===== src/rtl/multicycle_control_pkg.sv =====
// Shared definitions for the multicycle controller: state encoding, opcode
// constants, ALU/PC select codes and the control-vector struct.
// The JUMP state exists only when MULTICYCLE_CONTROL_JUMP_EN is defined.
package multicycle_control_pkg;

    // State encoding, also visible on state_o for debug.
    localparam logic [3:0] S_FETCH    = 4'd0;
    localparam logic [3:0] S_DECODE   = 4'd1;
    localparam logic [3:0] S_MEM_ADDR = 4'd2;
    localparam logic [3:0] S_MEM_RD   = 4'd3;
    localparam logic [3:0] S_MEM_WB   = 4'd4;
    localparam logic [3:0] S_MEM_WR   = 4'd5;
    localparam logic [3:0] S_EXEC_R   = 4'd6;
    localparam logic [3:0] S_R_WB     = 4'd7;
    localparam logic [3:0] S_EXEC_I   = 4'd8;
    localparam logic [3:0] S_I_WB     = 4'd9;
    localparam logic [3:0] S_BRANCH   = 4'd10;
`ifdef MULTICYCLE_CONTROL_JUMP_EN
    localparam logic [3:0] S_JUMP     = 4'd11;
`endif
    localparam logic [3:0] S_TRAP     = 4'd12;

    // Supported opcodes (low six bits of the IR opcode field).
    localparam logic [5:0] OP_RTYPE = 6'b000000;
    localparam logic [5:0] OP_LW    = 6'b100011;
    localparam logic [5:0] OP_SW    = 6'b101011;
    localparam logic [5:0] OP_BEQ   = 6'b000100;
    localparam logic [5:0] OP_ADDI  = 6'b001000;
    localparam logic [5:0] OP_J     = 6'b000010;

    // alu_op codes: add, subtract (branch compare), decode from funct.
    localparam logic [1:0] ALU_OP_ADD   = 2'b00;
    localparam logic [1:0] ALU_OP_SUB   = 2'b01;
    localparam logic [1:0] ALU_OP_FUNCT = 2'b10;

    // pc_source codes: ALU result, ALUOut register, jump target.
    localparam logic [1:0] PC_SRC_ALU     = 2'b00;
    localparam logic [1:0] PC_SRC_ALU_OUT = 2'b01;
`ifdef MULTICYCLE_CONTROL_JUMP_EN
    localparam logic [1:0] PC_SRC_JUMP    = 2'b10;
`endif

    // alu_src_b codes: register B, constant 4, sign-extended imm, imm << 2.
    localparam logic [1:0] ALU_B_REG       = 2'b00;
    localparam logic [1:0] ALU_B_FOUR      = 2'b01;
    localparam logic [1:0] ALU_B_IMM       = 2'b10;
    localparam logic [1:0] ALU_B_IMM_SHIFT = 2'b11;

    typedef struct packed {
        logic       pc_write;
        logic       pc_write_cond;
        logic       iord;
        logic       mem_read;
        logic       mem_write;
        logic       ir_write;
        logic       mem_to_reg;
        logic       reg_dst;
        logic       reg_write;
        logic       alu_src_a;
        logic [1:0] alu_src_b;
        logic [1:0] alu_op;
        logic [1:0] pc_source;
        logic       illegal_op;
    } ctrl_t;

    // States that wait on mem_ready and are therefore guarded by the timer.
    function automatic logic is_mem_wait_state(input logic [3:0] st);
        return (st == S_FETCH) || (st == S_MEM_RD) || (st == S_MEM_WR);
    endfunction

endpackage


===== src/rtl/multicycle_control_if.sv =====
// Bundle between the multicycle controller (master) and the datapath (slave).
interface multicycle_control_if #(
    parameter int OPCODE_W = 6
);
    logic [OPCODE_W-1:0] opcode;
    logic                mem_ready;

    logic                pc_write;
    logic                pc_write_cond;
    logic                iord;
    logic                mem_read;
    logic                mem_write;
    logic                ir_write;
    logic                mem_to_reg;
    logic                reg_dst;
    logic                reg_write;
    logic                alu_src_a;
    logic [1:0]          alu_src_b;
    logic [1:0]          alu_op;
    logic [1:0]          pc_source;
    logic                illegal_op;
    logic                mem_timeout;
    logic [3:0]          state_o;

    modport master (
        input  opcode, mem_ready,
        output pc_write, pc_write_cond, iord, mem_read, mem_write, ir_write,
               mem_to_reg, reg_dst, reg_write, alu_src_a, alu_src_b, alu_op,
               pc_source, illegal_op, mem_timeout, state_o
    );

    modport slave (
        output opcode, mem_ready,
        input  pc_write, pc_write_cond, iord, mem_read, mem_write, ir_write,
               mem_to_reg, reg_dst, reg_write, alu_src_a, alu_src_b, alu_op,
               pc_source, illegal_op, mem_timeout, state_o
    );
endinterface


===== src/rtl/multicycle_control_wait_timer.sv =====
// mc_wait_timer: counts cycles spent waiting on memory. expired flags the
// cycle whose wait would bring the count up to limit.
module mc_wait_timer #(
    parameter int WIDTH = 8
) (
    input  logic             clk,
    input  logic             rst,
    input  logic             clear,
    input  logic             count_en,
    input  logic [WIDTH-1:0] limit,
    output logic             expired
);
    logic [WIDTH-1:0] count;

    // Widened compare so a limit of all-ones cannot wrap.
    assign expired = count_en &&
                     ((WIDTH+1)'(count) + (WIDTH+1)'(1) == (WIDTH+1)'(limit));

    // Wait counter: cleared on reset or state entry, advances while waiting.
    // NOTE: sequential state uses <= so every flop samples pre-edge values.
    always_ff @(posedge clk) begin
        if (rst || clear) begin
            count <= '0;
        end else if (count_en) begin
            count <= count + WIDTH'(1);
        end
    end
endmodule


===== src/rtl/multicycle_control.sv =====
// multicycle_control: Moore FSM sequencing a multicycle MIPS-style datapath.
// Optional build macro MULTICYCLE_CONTROL_JUMP_EN enables the JUMP state;
// without it opcode 000010 traps like any other unsupported opcode.
module multicycle_control
    import multicycle_control_pkg::*;
#(
    parameter int OPCODE_W    = 6,
    parameter int MEM_TIMEOUT = 15   // legal range 1..255
) (
    input  logic                 clk,
    input  logic                 rst,
    multicycle_control_if.master bus
);
    logic [3:0] state;
    logic [3:0] state_next;
    logic [5:0] op;
    logic       op_upper_zero;
    logic       count_en;
    logic       timer_clear;
    logic       expired;
    logic       mem_timeout_q;
    ctrl_t      ctrl;

    assign op            = bus.opcode[5:0];
    assign op_upper_zero = ((bus.opcode >> 6) == '0);

    // Timer runs only while a memory state is stalled; any state entry
    // (including the FETCH retry after a timeout) restarts it from zero.
    assign count_en    = is_mem_wait_state(state) && !bus.mem_ready;
    assign timer_clear = (state_next != state) || expired;

    mc_wait_timer #(.WIDTH(8)) u_wait_timer (
        .clk      (clk),
        .rst      (rst),
        .clear    (timer_clear),
        .count_en (count_en),
        .limit    (8'(MEM_TIMEOUT)),
        .expired  (expired)
    );

    // Next-state logic; mem_ready wins over an expiring timer.
    // NOTE: defaulting state_next before the case keeps this purely combinational.
    always_comb begin
        state_next = state;
        case (state)
            S_FETCH: begin
                if (bus.mem_ready)  state_next = S_DECODE;
                else if (expired)   state_next = S_FETCH;
            end
            S_DECODE: begin
                if (!op_upper_zero) begin
                    state_next = S_TRAP;
                end else begin
                    case (op)
                        OP_RTYPE:     state_next = S_EXEC_R;
                        OP_LW, OP_SW: state_next = S_MEM_ADDR;
                        OP_BEQ:       state_next = S_BRANCH;
                        OP_ADDI:      state_next = S_EXEC_I;
`ifdef MULTICYCLE_CONTROL_JUMP_EN
                        OP_J:         state_next = S_JUMP;
`endif
                        default:      state_next = S_TRAP;
                    endcase
                end
            end
            S_MEM_ADDR: begin
                if (op == OP_SW)      state_next = S_MEM_WR;
                else if (op == OP_LW) state_next = S_MEM_RD;
                else                  state_next = S_FETCH;
            end
            S_MEM_RD: begin
                if (bus.mem_ready)  state_next = S_MEM_WB;
                else if (expired)   state_next = S_FETCH;
            end
            S_MEM_WR: begin
                if (bus.mem_ready || expired) state_next = S_FETCH;
            end
            S_EXEC_R: state_next = S_R_WB;
            S_EXEC_I: state_next = S_I_WB;
            default:  state_next = S_FETCH;
        endcase
    end

    // State register and registered timeout pulse.
    always_ff @(posedge clk) begin
        if (rst) begin
            state         <= S_FETCH;
            mem_timeout_q <= 1'b0;
        end else begin
            state         <= state_next;
            mem_timeout_q <= expired;
        end
    end

    // Moore output decode; reset forces every control low.
    always_comb begin
        ctrl = '0;
        case (state)
            S_FETCH: begin
                ctrl.mem_read  = 1'b1;
                ctrl.alu_src_b = ALU_B_FOUR;
                ctrl.alu_op    = ALU_OP_ADD;
                ctrl.pc_source = PC_SRC_ALU;
                ctrl.ir_write  = bus.mem_ready;
                ctrl.pc_write  = bus.mem_ready;
            end
            S_DECODE: begin
                ctrl.alu_src_b = ALU_B_IMM_SHIFT;
                ctrl.alu_op    = ALU_OP_ADD;
            end
            S_MEM_ADDR, S_EXEC_I: begin
                ctrl.alu_src_a = 1'b1;
                ctrl.alu_src_b = ALU_B_IMM;
                ctrl.alu_op    = ALU_OP_ADD;
            end
            S_MEM_RD: begin
                ctrl.iord     = 1'b1;
                ctrl.mem_read = 1'b1;
            end
            S_MEM_WB: begin
                ctrl.mem_to_reg = 1'b1;
                ctrl.reg_write  = 1'b1;
            end
            S_MEM_WR: begin
                ctrl.iord      = 1'b1;
                ctrl.mem_write = 1'b1;
            end
            S_EXEC_R: begin
                ctrl.alu_src_a = 1'b1;
                ctrl.alu_src_b = ALU_B_REG;
                ctrl.alu_op    = ALU_OP_FUNCT;
            end
            S_R_WB: begin
                ctrl.reg_dst   = 1'b1;
                ctrl.reg_write = 1'b1;
            end
            S_I_WB: begin
                ctrl.reg_write = 1'b1;
            end
            S_BRANCH: begin
                ctrl.alu_src_a     = 1'b1;
                ctrl.alu_src_b     = ALU_B_REG;
                ctrl.alu_op        = ALU_OP_SUB;
                ctrl.pc_write_cond = 1'b1;
                ctrl.pc_source     = PC_SRC_ALU_OUT;
            end
`ifdef MULTICYCLE_CONTROL_JUMP_EN
            S_JUMP: begin
                ctrl.pc_write  = 1'b1;
                ctrl.pc_source = PC_SRC_JUMP;
            end
`endif
            S_TRAP: begin
                ctrl.illegal_op = 1'b1;
            end
            default: ctrl = '0;
        endcase
        if (rst) ctrl = '0;
    end

    assign bus.pc_write      = ctrl.pc_write;
    assign bus.pc_write_cond = ctrl.pc_write_cond;
    assign bus.iord          = ctrl.iord;
    assign bus.mem_read      = ctrl.mem_read;
    assign bus.mem_write     = ctrl.mem_write;
    assign bus.ir_write      = ctrl.ir_write;
    assign bus.mem_to_reg    = ctrl.mem_to_reg;
    assign bus.reg_dst       = ctrl.reg_dst;
    assign bus.reg_write     = ctrl.reg_write;
    assign bus.alu_src_a     = ctrl.alu_src_a;
    assign bus.alu_src_b     = ctrl.alu_src_b;
    assign bus.alu_op        = ctrl.alu_op;
    assign bus.pc_source     = ctrl.pc_source;
    assign bus.illegal_op    = ctrl.illegal_op;
    assign bus.mem_timeout   = mem_timeout_q && !rst;
    assign bus.state_o       = rst ? S_FETCH : state;
endmodule


===== src/flat_wrapper.sv =====
// flat-port wrapper written by rule: the top's interface ports become plain ports
module multicycle_control_flat import multicycle_control_pkg::*;
#(
    parameter int OPCODE_W    = 6,
    parameter int MEM_TIMEOUT = 15                        
)
  (clk, rst, bus_opcode, bus_mem_ready, bus_pc_write, bus_pc_write_cond, bus_iord, bus_mem_read, bus_mem_write, bus_ir_write, bus_mem_to_reg, bus_reg_dst, bus_reg_write, bus_alu_src_a, bus_alu_src_b, bus_alu_op, bus_pc_source, bus_illegal_op, bus_mem_timeout, bus_state_o);
  multicycle_control_if #(.OPCODE_W(OPCODE_W)) bus_i ();
  input  logic clk;
  input  logic rst;
  input wire logic [$bits(bus_i.opcode)-1:0] bus_opcode;
  input wire logic [$bits(bus_i.mem_ready)-1:0] bus_mem_ready;
  output wire logic [$bits(bus_i.pc_write)-1:0] bus_pc_write;
  output wire logic [$bits(bus_i.pc_write_cond)-1:0] bus_pc_write_cond;
  output wire logic [$bits(bus_i.iord)-1:0] bus_iord;
  output wire logic [$bits(bus_i.mem_read)-1:0] bus_mem_read;
  output wire logic [$bits(bus_i.mem_write)-1:0] bus_mem_write;
  output wire logic [$bits(bus_i.ir_write)-1:0] bus_ir_write;
  output wire logic [$bits(bus_i.mem_to_reg)-1:0] bus_mem_to_reg;
  output wire logic [$bits(bus_i.reg_dst)-1:0] bus_reg_dst;
  output wire logic [$bits(bus_i.reg_write)-1:0] bus_reg_write;
  output wire logic [$bits(bus_i.alu_src_a)-1:0] bus_alu_src_a;
  output wire logic [$bits(bus_i.alu_src_b)-1:0] bus_alu_src_b;
  output wire logic [$bits(bus_i.alu_op)-1:0] bus_alu_op;
  output wire logic [$bits(bus_i.pc_source)-1:0] bus_pc_source;
  output wire logic [$bits(bus_i.illegal_op)-1:0] bus_illegal_op;
  output wire logic [$bits(bus_i.mem_timeout)-1:0] bus_mem_timeout;
  output wire logic [$bits(bus_i.state_o)-1:0] bus_state_o;
  assign bus_i.opcode = bus_opcode;
  assign bus_i.mem_ready = bus_mem_ready;
  assign bus_pc_write = bus_i.pc_write;
  assign bus_pc_write_cond = bus_i.pc_write_cond;
  assign bus_iord = bus_i.iord;
  assign bus_mem_read = bus_i.mem_read;
  assign bus_mem_write = bus_i.mem_write;
  assign bus_ir_write = bus_i.ir_write;
  assign bus_mem_to_reg = bus_i.mem_to_reg;
  assign bus_reg_dst = bus_i.reg_dst;
  assign bus_reg_write = bus_i.reg_write;
  assign bus_alu_src_a = bus_i.alu_src_a;
  assign bus_alu_src_b = bus_i.alu_src_b;
  assign bus_alu_op = bus_i.alu_op;
  assign bus_pc_source = bus_i.pc_source;
  assign bus_illegal_op = bus_i.illegal_op;
  assign bus_mem_timeout = bus_i.mem_timeout;
  assign bus_state_o = bus_i.state_o;
  multicycle_control #(.OPCODE_W(OPCODE_W), .MEM_TIMEOUT(MEM_TIMEOUT)) u_core (.clk(clk), .rst(rst), .bus(bus_i));
endmodule

===== config.mk =====
export PLATFORM = sky130hd
export DESIGN_NAME = multicycle_control_flat
export DESIGN_NICKNAME = d
export VERILOG_FILES = /design/src/rtl/multicycle_control_pkg.sv /design/src/rtl/multicycle_control_if.sv /design/src/rtl/multicycle_control_wait_timer.sv /design/src/rtl/multicycle_control.sv /design/src/flat_wrapper.sv
export SDC_FILE = /design/constraint.sdc
export NUM_CORES = 1
export LEC_CHECK = 0
export ABC_CLOCK_PERIOD_IN_PS = 8450
export CAP_MARGIN = 20
export CORE_UTILIZATION = 54
export DETAILED_ROUTE_END_ITERATION = 6
export GPL_TIMING_DRIVEN = 1
export HOLD_SLACK_MARGIN = 0.08
export PLACE_DENSITY = 0.9
export SKIP_LAST_GASP = 1
export SLEW_MARGIN = 30
export SYNTH_ARGS = -nofsm -noshare
export SYNTH_HDL_FRONTEND = slang
export SYNTH_HIERARCHICAL = 1
export SYNTH_SLANG_ARGS = --single-unit
export TNS_END_PERCENT = 20

===== constraint.sdc =====
create_clock -name clk -period 8.45 [get_ports clk]
set_clock_uncertainty 0.1 [all_clocks]
set_input_delay 1.2675 -clock clk [delete_from_list [all_inputs] [get_ports clk]]
set_output_delay 1.2675 -clock clk [all_outputs]
set_load 0.02 [all_outputs]

==> results <==
- After detailed routing, the number of vias per cell comes to 5.623.
- In this run the mean area of a mapped cell was 7.521 µm².
- The uppermost layer routed is met4.
- Summed over all nets, wire length on met2 after detailed routing comes to around 1.4 mm.
- The sum of overflow across all layers after global routing is 0.
- The repair_antennas step left the layout with diodes totalling 0.
- Traced cell by cell, the critical path runs through clkdlybuf4s50_1, nor3_1, and3_1, clkdlybuf4s50_1.
- Compared with the post-synthesis result, the final layout area differs by 22.91%.
- The number of port buffers is 29.
- For the pin with the worst max-slew slack, the measured transition is approximately 800 ps.
- Summing every instance area after synthesis gives between 0.001 and 0.0015 mm².
- The number of DRC markers after the initial detailed-route iteration is 34.
- The count of H-tree levels built during CTS is 1.
- The sequential power share is 0.437.
- The cell with the most instances after synthesis is sky130_fd_sc_hd__nor2_1.
- The final number of hold-violating endpoints is 0.
- Prior to clock tree synthesis, the placed netlist has a worst setup slack of approximately 3400 ps.
- After detailed routing, the number of remaining DRC violations is 0.
- The async set-reset flop share out of synthesis is 0.
- The number of global-route vias before repair is ~1100.
- The worst IR drop on VDD is approximately 0.00011 V.
- The kind of cell with the highest combined delay along the critical path is buffers and inverters.
- The sink count of the clock tree is 13.
- The run finished with clean final reports.
- The detail route stage leaves a number of antenna-violating nets equal to 0.
- The share of total power dissipated in the clock network is 0.222.
- The routed via count is ~1300.
- The kind of launch point of the worst setup path is a primary input.
- In this run the clock root is driven by a sky130_fd_sc_hd__clkbuf_4.
- The number of warnings issued by yosys is 6.
- For this block, wires on met1 add up to 1.419 mm.
- The critical path required time is about 7100 ps.
- Hold repair after CTS inserted 0 buffers.
- The synthesized design contains 0 enable-type register cells.
- Counting the fill cells in the layout gives 183.
- The flip-flop and latch count after synthesis is 13.
- The global-route wire length before repair is a little under 5 mm.
- The number of setup buffers added after CTS is 0.
- Once the clock tree was built, the resizer swapped 0 gates to a different size.
- The number of pins with negative max-slew slack in the final report is 0.
- The min-delay analysis places its worst path in the category reg2reg.
- After technology mapping, the gate count stands at ~180.
- The share of the Yosys chip area taken by registers is 0.1977.
- The share of total power dissipated in combinational logic is 0.341.
- Counting stages on the worst path, the most repeated cell is sky130_fd_sc_hd__clkdlybuf4s50_1.
- The amount of wire on met3 after detailed routing is 150 µm.
- The first detailed-routing pass ran for 4 iterations.
- After synthesis, the most frequently instantiated cells are 24 x sky130_fd_sc_hd__nor2_1, 13 x sky130_fd_sc_hd__dfxtp_1, 12 x sky130_fd_sc_hd__xnor2_1.
- The maximum number of pins on one net before global-route repair is 26.
- The detailed-route wire length is roughly 3 mm.
- The post-layout minimum cycle time is 4614 ps.
- The clock latency at the later pin of the worst-skew pair is ~270 ps.
- For the final routed database, the setup TNS stands at 0 ps.
- The total area inside the core boundary comes to around 0.0023 mm².
- On the worst path, the slowest cell contributes a delay of a little over 700 ps.
- The total leakage power is around 0.56 nW.
- Of the cells placed in the final design, the portion with a size suffix greater than 1 is 0.06000.
- Once routing completed, OpenROAD measured the worst setup slack at 3836 ps.
- The number of buffers created by CTS is 3.
- The largest fanout on the critical path is 18.
- The final setup violation count is 0.
- The ratio of total power to cell area is about 100 mW/mm².
- sky130_fd_sc_hd__dfxtp_1 takes more of the synthesized area than any other cell.
- The switching power of the nets is around 54 µW.
- The height of the die is between 50 and 60 µm.
- The number of antenna violations at the first check in global routing came to 0.
- The global-route usage over all layers is 0.2446.
- Setup repair after global routing left no endpoint under its margin.
- Among all flip-flop cells after synthesis, the most frequent one is sky130_fd_sc_hd__dfxtp_1.
- After synthesis, the cell types taking the most area are sky130_fd_sc_hd__dfxtp_1 20%, sky130_fd_sc_hd__xnor2_1 8.0%, sky130_fd_sc_hd__nor2_1 6.8%, sky130_fd_sc_hd__xor2_1 5.3%, sky130_fd_sc_hd__nor2b_1 4.8%.
- The worst pin sits at a relative slew slack of 0.4781.
- At the end of routability-driven placement, the weighted congestion stood at around 0.87.
- The post-DP HPWL is about 2.3 mm.
- The worst-path cell with the longest stage delay is sky130_fd_sc_hd__clkdlybuf4s50_1.
- The critical path endpoint category is an output port.
- The signal arrival time at the worst endpoint is roughly 3300 ps.
- The total placed instance area is approximately 0.0016 mm².
- The count of maximum capacitance violations is 0.
- Of the total power, the share spent switching nets is 0.3298.
- The number of core rows is 17.
- The achievable frequency is 0.2167 GHz.
- The final cell area excluding filler cells is about 0.0016 mm².
- The internal power of the cells totals between 100 and 150 µW.
- For this configuration, the core starts out at a cell density of 0.5838.
- In the final routed layout, each cell accounts on average for approximately 13 µm.
- The net count of the finished layout is 211.
- The share of synthesized area in the top cell type comes to 0.1977.
- The buffering stage count on the worst path with inverters included is 2.
- Dividing the final minimum period by the clock period gives 0.5461.
- The die covers 0.002639 mm².
- TritonCTS built the clock tree.
- The die is 51.37 µm wide.
- The critical path is of the in2out type.
- The maximum clock insertion buffer count is 2.
- The clock transition at the registers of the reported paths is ~70 ps.
- The synthesized netlist contains 49 unique library cells.
- In this run the count of I/O pins placed on the die edge is 31.
## path summary, 6_finish.rpt
check / from / endpoint / slack (ps) / depth (start not counted)
max: rst / bus_ir_write / 3840 / 4
min: u_core/u_wait_timer/count[7]$_SDFFE_PP0P_ / u_core/u_wait_timer/count[7]$_SDFFE_PP0P_ / 500 / 2
max reg2reg: u_core/state[1]$_SDFF_PP0_ / u_core/u_wait_timer/count[0]$_SDFFE_PP0P_ / 4130 / 14
min reg2reg: u_core/u_wait_timer/count[7]$_SDFFE_PP0P_ / u_core/u_wait_timer/count[7]$_SDFFE_PP0P_ / 500 / 2
## worst register-to-register path: cells and delay by family, from the launching register on
family | cells | cell delay (ps)
xor gates and xnor gates | 1 | 210
DFF | 1 | 830
AOI/OAI and AO/OA | 5 | 1040
and+or+nand+nor | 8 | 2090
## registers in the layout (all words and copies together) (netlist names)
signal,cells
u_core/mem_timeout_q,1
u_core/state,4
u_core/u_wait_timer/count,8
## stage by stage
stage                 util  power [mW]  std cells  hold WS [ps]
floorplan                -      0.1101        184         419.5
detailed placement  0.7037      0.1270        224         472.4
finish              0.7175      0.1626        228         495.5
global placement    0.7037      0.1247        224         450.4
CTS                 0.7153      0.1633        228         491.8
global route        0.7175      0.1723        228         526.5
## placed cells by master, fill, tap and decap left out, types with 6 or more instances in the layout
cell	netlist	routed
sky130_fd_sc_hd__clkdlybuf4s50_1	0	29
sky130_fd_sc_hd__nor2_1	24	24
sky130_fd_sc_hd__dfxtp_1	13	13
sky130_fd_sc_hd__xnor2_1	12	12
sky130_fd_sc_hd__conb_1	2	11
sky130_fd_sc_hd__nor2b_1	10	10
sky130_fd_sc_hd__a21oi_1	9	9
sky130_fd_sc_hd__nor3_1	9	8
sky130_fd_sc_hd__xor2_1	8	8
sky130_fd_sc_hd__nand2_1	6	6
sky130_fd_sc_hd__and3_1	6	6
## routing by layer
layer | track usage | vias up
met5 | 0 | -
met4 | 0.09459 | 0
met3 | 0.02679 | 4
met2 | 0.3853 | 43
met1 | 0.3382 | 578
li1 | - | 657
## cell type report
type	count	area (µm²)	area share
Clock buffer	4	26.28	0.01624
Inverter	2	7.507	0.004640
Multi-Input combinational cell	152	998.5	0.6172
Sequential cell	13	260.3	0.1609
Tap cell	28	35.03	0.02166
Timing Repair Buffer	29	290.3	0.1794
## kinds of logic after synthesis
group                    Yosys count  synth area share
adder cells (fa/ha/maj)            1          0.009504
flip-flops                        13            0.1977
multiplexers                       3           0.03232
buffers and inverters             19           0.07320
AO/OA/AOI/OAI                     25            0.1378
AND/OR/NAND/NOR                   92            0.4106
other                              2          0.005706
XOR/XNOR                          20            0.1331
## power groups by stage
stage | clock network, mW | registers [mW] | logic [mW]
final | 0.0361 | 0.0711 | 0.0554
after global routing | 0.0398 | 0.0719 | 0.0606
after CTS | 0.0376 | 0.0708 | 0.0549
after detailed placement | 0 | 0.0723 | 0.0548
after global placement | 0 | 0.0719 | 0.0528
after floorplan | 0 | 0.0658 | 0.0443
Power figures use the tool's default switching activity.
